### src/rtl/ctrl_pipe.sv
// Pipelined control unit: decodes the ID opcode into the control bundle, carries it
// through ID/EX, EX/MEM and MEM/WB, and resolves stalls, flushes, freezes and forwarding.
module ctrl_pipe #(
  parameter int REG_AW        = 5,
  parameter bit MEM_HANDSHAKE = 1'b1,
  parameter int CNT_W         = 32
) (
  input  logic              clk,
  input  logic              reset,
  input  logic              id_valid,
  input  logic [6:0]        id_opcode,
  input  logic [REG_AW-1:0] id_rs1,
  input  logic [REG_AW-1:0] id_rs2,
  input  logic [REG_AW-1:0] id_rd,
  input  logic              ex_redirect,
  input  logic              mem_ready,
  output logic              hold_if_id,
  output logic              flush_if_id,
  output logic              id_illegal,
  output logic              ex_alusrc,
  output logic [1:0]        ex_aluop,
  output logic [1:0]        ex_pc_reg,
  output logic              ex_branch,
  output logic [1:0]        fwd_a,
  output logic [1:0]        fwd_b,
  output logic              mem_read,
  output logic              mem_write,
  output logic              wb_regwrite,
  output logic              wb_memtoreg,
  output logic [REG_AW-1:0] wb_rd,
  output logic [CNT_W-1:0]  stall_cnt
);

  localparam logic [6:0] OP_LUI   = 7'b0110111;
  localparam logic [6:0] OP_AUIPC = 7'b0010111;
  localparam logic [6:0] OP_JAL   = 7'b1101111;
  localparam logic [6:0] OP_JALR  = 7'b1100111;
  localparam logic [6:0] OP_B     = 7'b1100011;
  localparam logic [6:0] OP_R     = 7'b0110011;
  localparam logic [6:0] OP_LW    = 7'b0000011;
  localparam logic [6:0] OP_SW    = 7'b0100011;
  localparam logic [6:0] OP_IALU  = 7'b0010011;

  typedef struct packed {
    logic              alusrc;
    logic [1:0]        aluop;
    logic [1:0]        pc_reg;
    logic              branch;
    logic              regwrite;
    logic              memtoreg;
    logic              memread;
    logic              memwrite;
    logic [REG_AW-1:0] rd;
    logic [REG_AW-1:0] rs1;
    logic [REG_AW-1:0] rs2;
  } ex_ctl_t;

  function automatic logic [1:0] fwd_sel(
    input logic [REG_AW-1:0] rs,
    input logic              m_we,
    input logic [REG_AW-1:0] m_rd,
    input logic              w_we,
    input logic [REG_AW-1:0] w_rd
  );
    if (m_we && m_rd != '0 && m_rd == rs) return 2'b10;
    if (w_we && w_rd != '0 && w_rd == rs) return 2'b01;
    return 2'b00;
  endfunction

  ex_ctl_t           dec;
  ex_ctl_t           ex_q;
  logic              rs1_used, rs2_used, known;
  logic              mem_freeze, load_use;
  logic              ex_regwrite, ex_memtoreg, ex_memread, ex_memwrite;
  logic [REG_AW-1:0] ex_rd, ex_rs1, ex_rs2;
  logic              mem_regwrite, mem_memtoreg;
  logic [REG_AW-1:0] mem_rd;

  // ID stage: opcode decode into the bundle; invalid or unknown opcodes become a bubble
  always_comb begin
    dec      = '0;
    rs1_used = 1'b0;
    rs2_used = 1'b0;
    known    = 1'b1;
    case (id_opcode)
      OP_LUI:   begin dec.alusrc = 1'b1; dec.regwrite = 1'b1; end
      OP_AUIPC: begin dec.regwrite = 1'b1; dec.pc_reg = 2'b01; end
      OP_JAL:   begin dec.regwrite = 1'b1; dec.branch = 1'b1; dec.pc_reg = 2'b10; end
      OP_JALR:  begin dec.regwrite = 1'b1; dec.pc_reg = 2'b11; rs1_used = 1'b1; end
      OP_B:     begin dec.branch = 1'b1; dec.aluop = 2'b01; rs1_used = 1'b1; rs2_used = 1'b1; end
      OP_R:     begin dec.regwrite = 1'b1; dec.aluop = 2'b10; rs1_used = 1'b1; rs2_used = 1'b1; end
      OP_LW: begin
        dec.alusrc = 1'b1; dec.regwrite = 1'b1; dec.memtoreg = 1'b1; dec.memread = 1'b1;
        rs1_used = 1'b1;
      end
      OP_SW:    begin dec.alusrc = 1'b1; dec.memwrite = 1'b1; rs1_used = 1'b1; rs2_used = 1'b1; end
      OP_IALU:  begin dec.alusrc = 1'b1; dec.regwrite = 1'b1; dec.aluop = 2'b11; rs1_used = 1'b1; end
      default:  known = 1'b0;
    endcase
    dec.rd  = id_rd;
    dec.rs1 = id_rs1;
    dec.rs2 = id_rs2;
    if (!id_valid || !known) begin
      dec      = '0;
      rs1_used = 1'b0;
      rs2_used = 1'b0;
    end
  end

  assign id_illegal = id_valid && !known;

  assign ex_alusrc   = ex_q.alusrc;
  assign ex_aluop    = ex_q.aluop;
  assign ex_pc_reg   = ex_q.pc_reg;
  assign ex_branch   = ex_q.branch;
  assign ex_regwrite = ex_q.regwrite;
  assign ex_memtoreg = ex_q.memtoreg;
  assign ex_memread  = ex_q.memread;
  assign ex_memwrite = ex_q.memwrite;
  assign ex_rd       = ex_q.rd;
  assign ex_rs1      = ex_q.rs1;
  assign ex_rs2      = ex_q.rs2;

  assign mem_freeze = MEM_HANDSHAKE && (mem_read || mem_write) && !mem_ready;
  assign load_use   = ex_memread && ex_rd != '0 &&
                      ((rs1_used && ex_rd == id_rs1) || (rs2_used && ex_rd == id_rs2));

  // A freeze outranks a redirect, which in turn outranks a load-use stall
  assign hold_if_id  = !reset && (mem_freeze || (!ex_redirect && load_use));
  assign flush_if_id = !reset && !mem_freeze && ex_redirect;

  assign fwd_a = fwd_sel(ex_rs1, mem_regwrite, mem_rd, wb_regwrite, wb_rd);
  assign fwd_b = fwd_sel(ex_rs2, mem_regwrite, mem_rd, wb_regwrite, wb_rd);

  // ID/EX, EX/MEM, MEM/WB registers and stall counter
  always_ff @(posedge clk) begin
    if (reset) begin
      ex_q         <= '0;
      mem_read     <= 1'b0;
      mem_write    <= 1'b0;
      mem_regwrite <= 1'b0;
      mem_memtoreg <= 1'b0;
      mem_rd       <= '0;
      wb_regwrite  <= 1'b0;
      wb_memtoreg  <= 1'b0;
      wb_rd        <= '0;
      stall_cnt    <= '0;
    end else begin
      if (mem_freeze) begin
        wb_regwrite <= 1'b0;
        wb_memtoreg <= 1'b0;
        wb_rd       <= '0;
      end else begin
        ex_q         <= (ex_redirect || load_use) ? '0 : dec;
        mem_read     <= ex_memread;
        mem_write    <= ex_memwrite;
        mem_regwrite <= ex_regwrite;
        mem_memtoreg <= ex_memtoreg;
        mem_rd       <= ex_rd;
        wb_regwrite  <= mem_regwrite;
        wb_memtoreg  <= mem_memtoreg;
        wb_rd        <= mem_rd;
      end
      if (hold_if_id && stall_cnt != {CNT_W{1'b1}})
        stall_cnt <= stall_cnt + CNT_W'(1);
    end
  end

endmodule

### config.mk
export PLATFORM = sky130hd
export DESIGN_NAME = ctrl_pipe
export DESIGN_NICKNAME = d
export VERILOG_FILES = /design/src/rtl/ctrl_pipe.sv
export SDC_FILE = /design/constraint.sdc
export NUM_CORES = 1
export LEC_CHECK = 0
export BUFFER_PORTS_ARGS = -buffer_cell sky130_fd_sc_hd__buf_2
export CELL_PAD_IN_SITES_DETAIL_PLACEMENT = 2
export CELL_PAD_IN_SITES_GLOBAL_PLACEMENT = 2
export CORE_UTILIZATION = 34
export DETAILED_ROUTE_END_ITERATION = 8
export HOLD_SLACK_MARGIN = 0.15
export PLACE_DENSITY = 0.81
export SETUP_SLACK_MARGIN = 0.2
export SLEW_MARGIN = 20
export SYNTH_ARGS = -nofsm -noshare
export SYNTH_HDL_FRONTEND = slang
export SYNTH_SLANG_ARGS = --single-unit
### constraint.sdc
create_clock -name clk -period 3.7 [get_ports clk]
set_input_delay 0.37 -clock clk [delete_from_list [all_inputs] [get_ports clk]]
set_output_delay 0.37 -clock clk [all_outputs]
set_load 0.03 [all_outputs]
Word-level counts from Yosys, hierarchy flattened
Index checks and enable logic that the tools add are counted.
{"block": "totals", "output_inout_bits": 54, "inputBits": 27, "word_cells": 103, "register_bits": 73}
{"block": "op_classes", "reduce_logical": 38, "muxes": 28, "n_eq_ne": 16, "n_addsub": 1}
{"cell": "$mux W25", "count": 2}
{"cell": "$add A32 B1 Y32 const B", "count": 1}
{"cell": "$ne A32 B32 Y1 const B", "count": 1}
{"cell": "$eq A5 B5 Y1", "count": 6}
{"cell": "$eq A7 B6 Y1 const B", "count": 3}
{"cell": "$eq A7 B7 Y1 const B", "count": 3}
{"cell": "$mux W2", "count": 9}
{"cell": "$logic_and A1 B1 Y1", "count": 17}
{"cell": "$mux W1", "count": 15}
{"cell": "$reduce_bool A5 Y1", "count": 3}
{"cell": "$eq A7 B5 Y1 const B", "count": 2}
{"cell": "$pmux W2 S3", "count": 2}
{"cell": "$reduce_or A9 Y1", "count": 1}
{"cell": "$eq A7 B2 Y1 const B", "count": 1}
{"cell": "$reduce_or A7 Y1", "count": 1}
{"cell": "$logic_not A1 Y1", "count": 6}
{"cell": "$reduce_or A6 Y1", "count": 1}
{"cell": "$logic_or A1 B1 Y1", "count": 5}
{"cell": "$reduce_or A2 Y1", "count": 2}
{"cell": "$reduce_or A4 Y1", "count": 1}
{"cell": "$reduce_or A3 Y1", "count": 1}

Longest topological paths before layout
{"block": "depth", "depth_word": 13, "mapped_depth": 10, "depth_no_buf": 7}

Worst setup path after synthesis
Ideal clock, no wire load.
{"block": "synth_path", "path_type": "reg-to-output", "startpoint": "reg mem_rd[1]", "endpoint": "out fwd_a[0]", "required_time_ps": 3330, "slack_ps": 1063, "path_stages_with_launch": 5, "path_buffers": 0, "arrival_time_ps": 2267, "path_cell_list": "dfxtp_1 or4_1 o21ai_0 nor4_1 nor4_1"}
{"block": "synth_between", "elab_chain_len": 5, "elab_cells_between_ends": 6, "classes_between": "eq/ne (1); mux (2); reduce/logical (3)"}
{"item": "start, declared", "line_no": "77", "source": "logic [REG_AW-1:0] mem_rd;"}
{"item": "start signal, assigned", "line_no": "159", "source": "mem_rd <= ex_rd;"}
{"item": "$reduce_bool A5 Y1", "line_no": "65", "source": "if (m_we && m_rd != '0 && m_rd == rs) return 2'b10;"}
{"item": "$logic_and A1 B1 Y1", "line_no": "65"}
{"item": "$logic_and A1 B1 Y1 *", "line_no": "65"}
{"item": "$mux W1 *", "line_no": "65"}
{"item": "$mux W2 *", "line_no": "66", "source": "if (w_we && w_rd != '0 && w_rd == rs) return 2'b01;"}
{"item": "end, declared", "line_no": "24", "source": "output logic [1:0] fwd_a,"}
Every way passes the cells marked *; elsewhere a longest branch is shown, timed or not.

Worst setup path in the final report
{"block": "layout_path", "startpoint": "reg ex_q (netlist bit ex_rd[0])", "endpoint": "out hold_if_id"}
{"block": "layout_between", "elab_chain_len": 7, "elab_cells_between_ends": 11, "classes_between": "eq/ne (2); reduce/logical (9)"}
{"item": "start, declared", "line_no": "71", "source": "ex_ctl_t ex_q;"}
{"item": "start signal, assigned", "line_no": "154", "source": "ex_q <= (ex_redirect || load_use) ? '0 : dec;"}
{"item": "$eq A5 B5 Y1", "line_no": "126", "source": "((rs1_used && ex_rd == id_rs1) || (rs2_used && ex_rd == id_rs2));"}
{"item": "$logic_and A1 B1 Y1", "line_no": "126"}
{"item": "$logic_or A1 B1 Y1", "line_no": "126"}
{"item": "$logic_and A1 B1 Y1 *", "line_no": "125", "source": "assign load_use = ex_memread && ex_rd != '0 &&"}
{"item": "$logic_and A1 B1 Y1 *", "line_no": "129", "source": "assign hold_if_id = !reset && (mem_freeze || (!ex_redirect && load_use));"}
{"item": "$logic_or A1 B1 Y1 *", "line_no": "129"}
{"item": "$logic_and A1 B1 Y1 *", "line_no": "129"}
{"item": "end, declared", "line_no": "17", "source": "output logic hold_if_id,"}
Marks and branches as above.

==> impl_metrics.ini <==
[outcome]
status = finished clean

[run]
cap_violations = 0

[route]
first_pass_iters = 4
drcViolationCount = 0
num_vias = 3324
wl_per_cell_um = 19.0
vias_per_cell = 5.52
wl_um = 11400
postRouteAntennaNets = 0
drtIter0Drc = 74

[worst_setup_path]
critPathArrivalTime_ns = 2.55
critPathSlowestCell = o22a_1
path_cells = or3_1 -> o311a_1 -> nand4_1 -> o22a_1 -> inv_1 -> buf_2
r2r-start = stall_cnt[0]
cp-start-kind = flop
reg2reg_setup_slack_ns = 1.02
max_stage_delay_ns = 0.50
critPathCaptureType = output port
cp.required_ns = 3.33
cp_max_fo = 17
r2r-end = stall_cnt[26]
crit_type = reg2out
ff2ff_path_depth = 6

[timing]
fmax_mhz = 342
worstMarginPinSlew_ns = 0.609
relSlewSlack_pct = 59.2
period_share_pct = 79.0
rsz0062_at_grt = no
drv_slew = 0
tns_ns = 0
min_period_ns = 2.92
finClkSkew_ns = 0.0110
finalHoldViolCount = 0
setup_viol = 0

[final_layout]
syn2layout_area_growth_pct = 21.4
final_common_cell = buf_2
largest_reg_flops = 32
layout_common_cells = 80 x buf_2, 71 x dfxtp_1, 26 x a21oi_1
fin_area_um2 = 4230
num_antenna_cells = 0
fill_cells = 1116
final_layout_size_suffix_gt1_share_pct = 24.7
register_area_um2 = 1420
regMostFlops = stall_cnt
nets = 492
multi_input_area_um2 = 1960

[synthesis]
ys.flop_type = dfxtp_1
synth-async-reset-ratio_pct = 0
synthDistinctLibCells = 51
synth_area_um2 = 3490
syn_nets = 413
ys_seq_elements = 71
synth_cells = 385
synth_edf_count = 0
ys_warn_count = 0
syn_area_per_cell_um2 = 9.05
ys_seq_area_share_pct = 40.8

[clock_network]
clk_latency_ns = 0.36
root_buffer = clkbuf_8
cts_tree = built
cts_hold_buf = 0
clkSlewWorstSetupHoldPaths_ns = 0.08
cts_buffer_depth = 2
clock_sinks = 71
cts-buffers-inserted = 9
cts_setup_buffers = 0
h-tree-depth = 3
ctsResizeCount = 0

[pwr]
p_leak_nw = 1.86
cellPowerDensity_nw_per_um2 = 351
vdd.ir_drop.worst_v = 0.000137

[floorplanning]
io_pins = 81
die_w_um = 103
fp-row-count = 36
die_h_um = 103
die_area_um2 = 10700
start_util_pct = 35.3
core_um2 = 9860

[place]
gp_congestion = 0.834
dpl-instance-area_um2 = 4030
hpwlAfterDp_um = 8400
place.port_buffers = 80

[min_path]
worstHoldPathCells = 2
min-delay-start = id_rd[3]
hold_class = in2reg
holdPathEnd = ex_rd[3]

[global_route]
grt_pass1_wl_um = 18200
overflow = 0
grt_pass1_vias = 3535
grt_max_degree = 40
antenna_found_initial = 0
grt.total_usage_pct = 22.4
[layer usage]
layer | vias up | track usage, % | routed length (µm)
li1 | 1606 | - | -
met1 | 1657 | 28.6 | 5290
met2 | 51 | 38.9 | 5710
met3 | 10 | 2.96 | 256
met4 | 0 | 7.91 | 158
met5 | - | 0 | 0
[critical path: cells and delay by family (launching register included)]
| family | cells | cell delay [ns] |
|---|---|---|
| AOI/OAI and AO/OA | 2 | 0.86 |
| and+or+nand+nor | 2 | 0.53 |
| buffers and inverters | 2 | 0.44 |
| DFF | 1 | 0.37 |
[kinds of logic (layout without fill, tap and decap cells)]
group	after synthesis	in the layout	share of synthesized area, %
and+or+nand+nor	151	151	25.9
AOI/OAI and AO/OA	91	91	17.6
xor gates and xnor gates	32	32	8.04
buffers and inverters	25	109	3.12
DFF	71	71	40.8
adders and majority gates	1	1	0.359
muxes	14	14	4.16
[synthesized netlist by cell type, drive strengths merged (2+ instances only)]
master | number | area, µm²
dfxtp | 71 | 1420
a21oi | 26 | 130
nor2 | 24 | 90.1
xor2 | 24 | 210
o21ai | 22 | 110
a22o | 19 | 166
nand2 | 19 | 71.3
or3 | 17 | 106
nand3 | 16 | 85.1
nand4 | 15 | 93.8
and3 | 12 | 75.1
clkbuf | 12 | 45.0
mux2i | 10 | 100
or4 | 9 | 67.6
buf | 8 | 45.0
xnor2 | 8 | 70.1
nor3 | 7 | 40.0
nor4 | 7 | 56.3
o31ai | 6 | 45.0
o41ai | 6 | 52.6
inv | 5 | 18.8
nor2b | 5 | 31.3
mux2 | 4 | 45.0
nand4b | 4 | 35.0
a32o | 3 | 30.0
nand3b | 3 | 47.6
a211oi | 2 | 20.0
and2 | 2 | 12.5
and4 | 2 | 17.5
nand2b | 2 | 12.5
nor3b | 2 | 15.0
o311ai | 2 | 17.5
[where the power goes]
group	total, W	switching, W	internal (W)
registers	0.000765	0.00000125	0.000764
logic	0.0000678	0.0000435	0.0000243
clock network	0.000652	0.000334	0.000318
[metrics by stage]
stage / hold WS [ns] / setup slack (ns) / instances / power [W] / util (%)
5_1_grt: 0.227 / 0.583 / 602 / 0.00154 / 42.9
3_5_place_dp: 0.456 / 1.01 / 586 / 0.000852 / 40.8
6_report: 0.232 / 0.778 / 602 / 0.00148 / 42.9
3_3_place_gp: 0.451 / 1.14 / 586 / 0.000850 / 40.8
2_1_floorplan: 0.420 / 1.06 / 385 / 0.000817 / -
4_1_cts: 0.217 / 0.744 / 602 / 0.00150 / 42.9
[layout make-up]
cell class                 instances  area share [%]
clock inverter                     7            1.92
tap                              133            3.93
sequential                        71            33.6
multi-input combinational        289            46.3
inverter                           5           0.443
clock buffer                       9            2.93
timing repair buffer              88            10.9
[worst max-delay path by stage]
stage	to	cells after the start	slack, ns	from
floorplan	fwd_a[0]	4	1.06	mem_rd[1]
global placement	stall_cnt[26]	7	1.14	id_opcode[2]
detailed placement	stall_cnt[26]	7	1.01	id_opcode[3]
CTS	hold_if_id	6	0.74	ex_rd[0]
global route	hold_if_id	6	0.58	ex_rd[0]
finish	hold_if_id	6	0.78	ex_rd[0]
No activity file was read; power rests on OpenSTA's default activity.
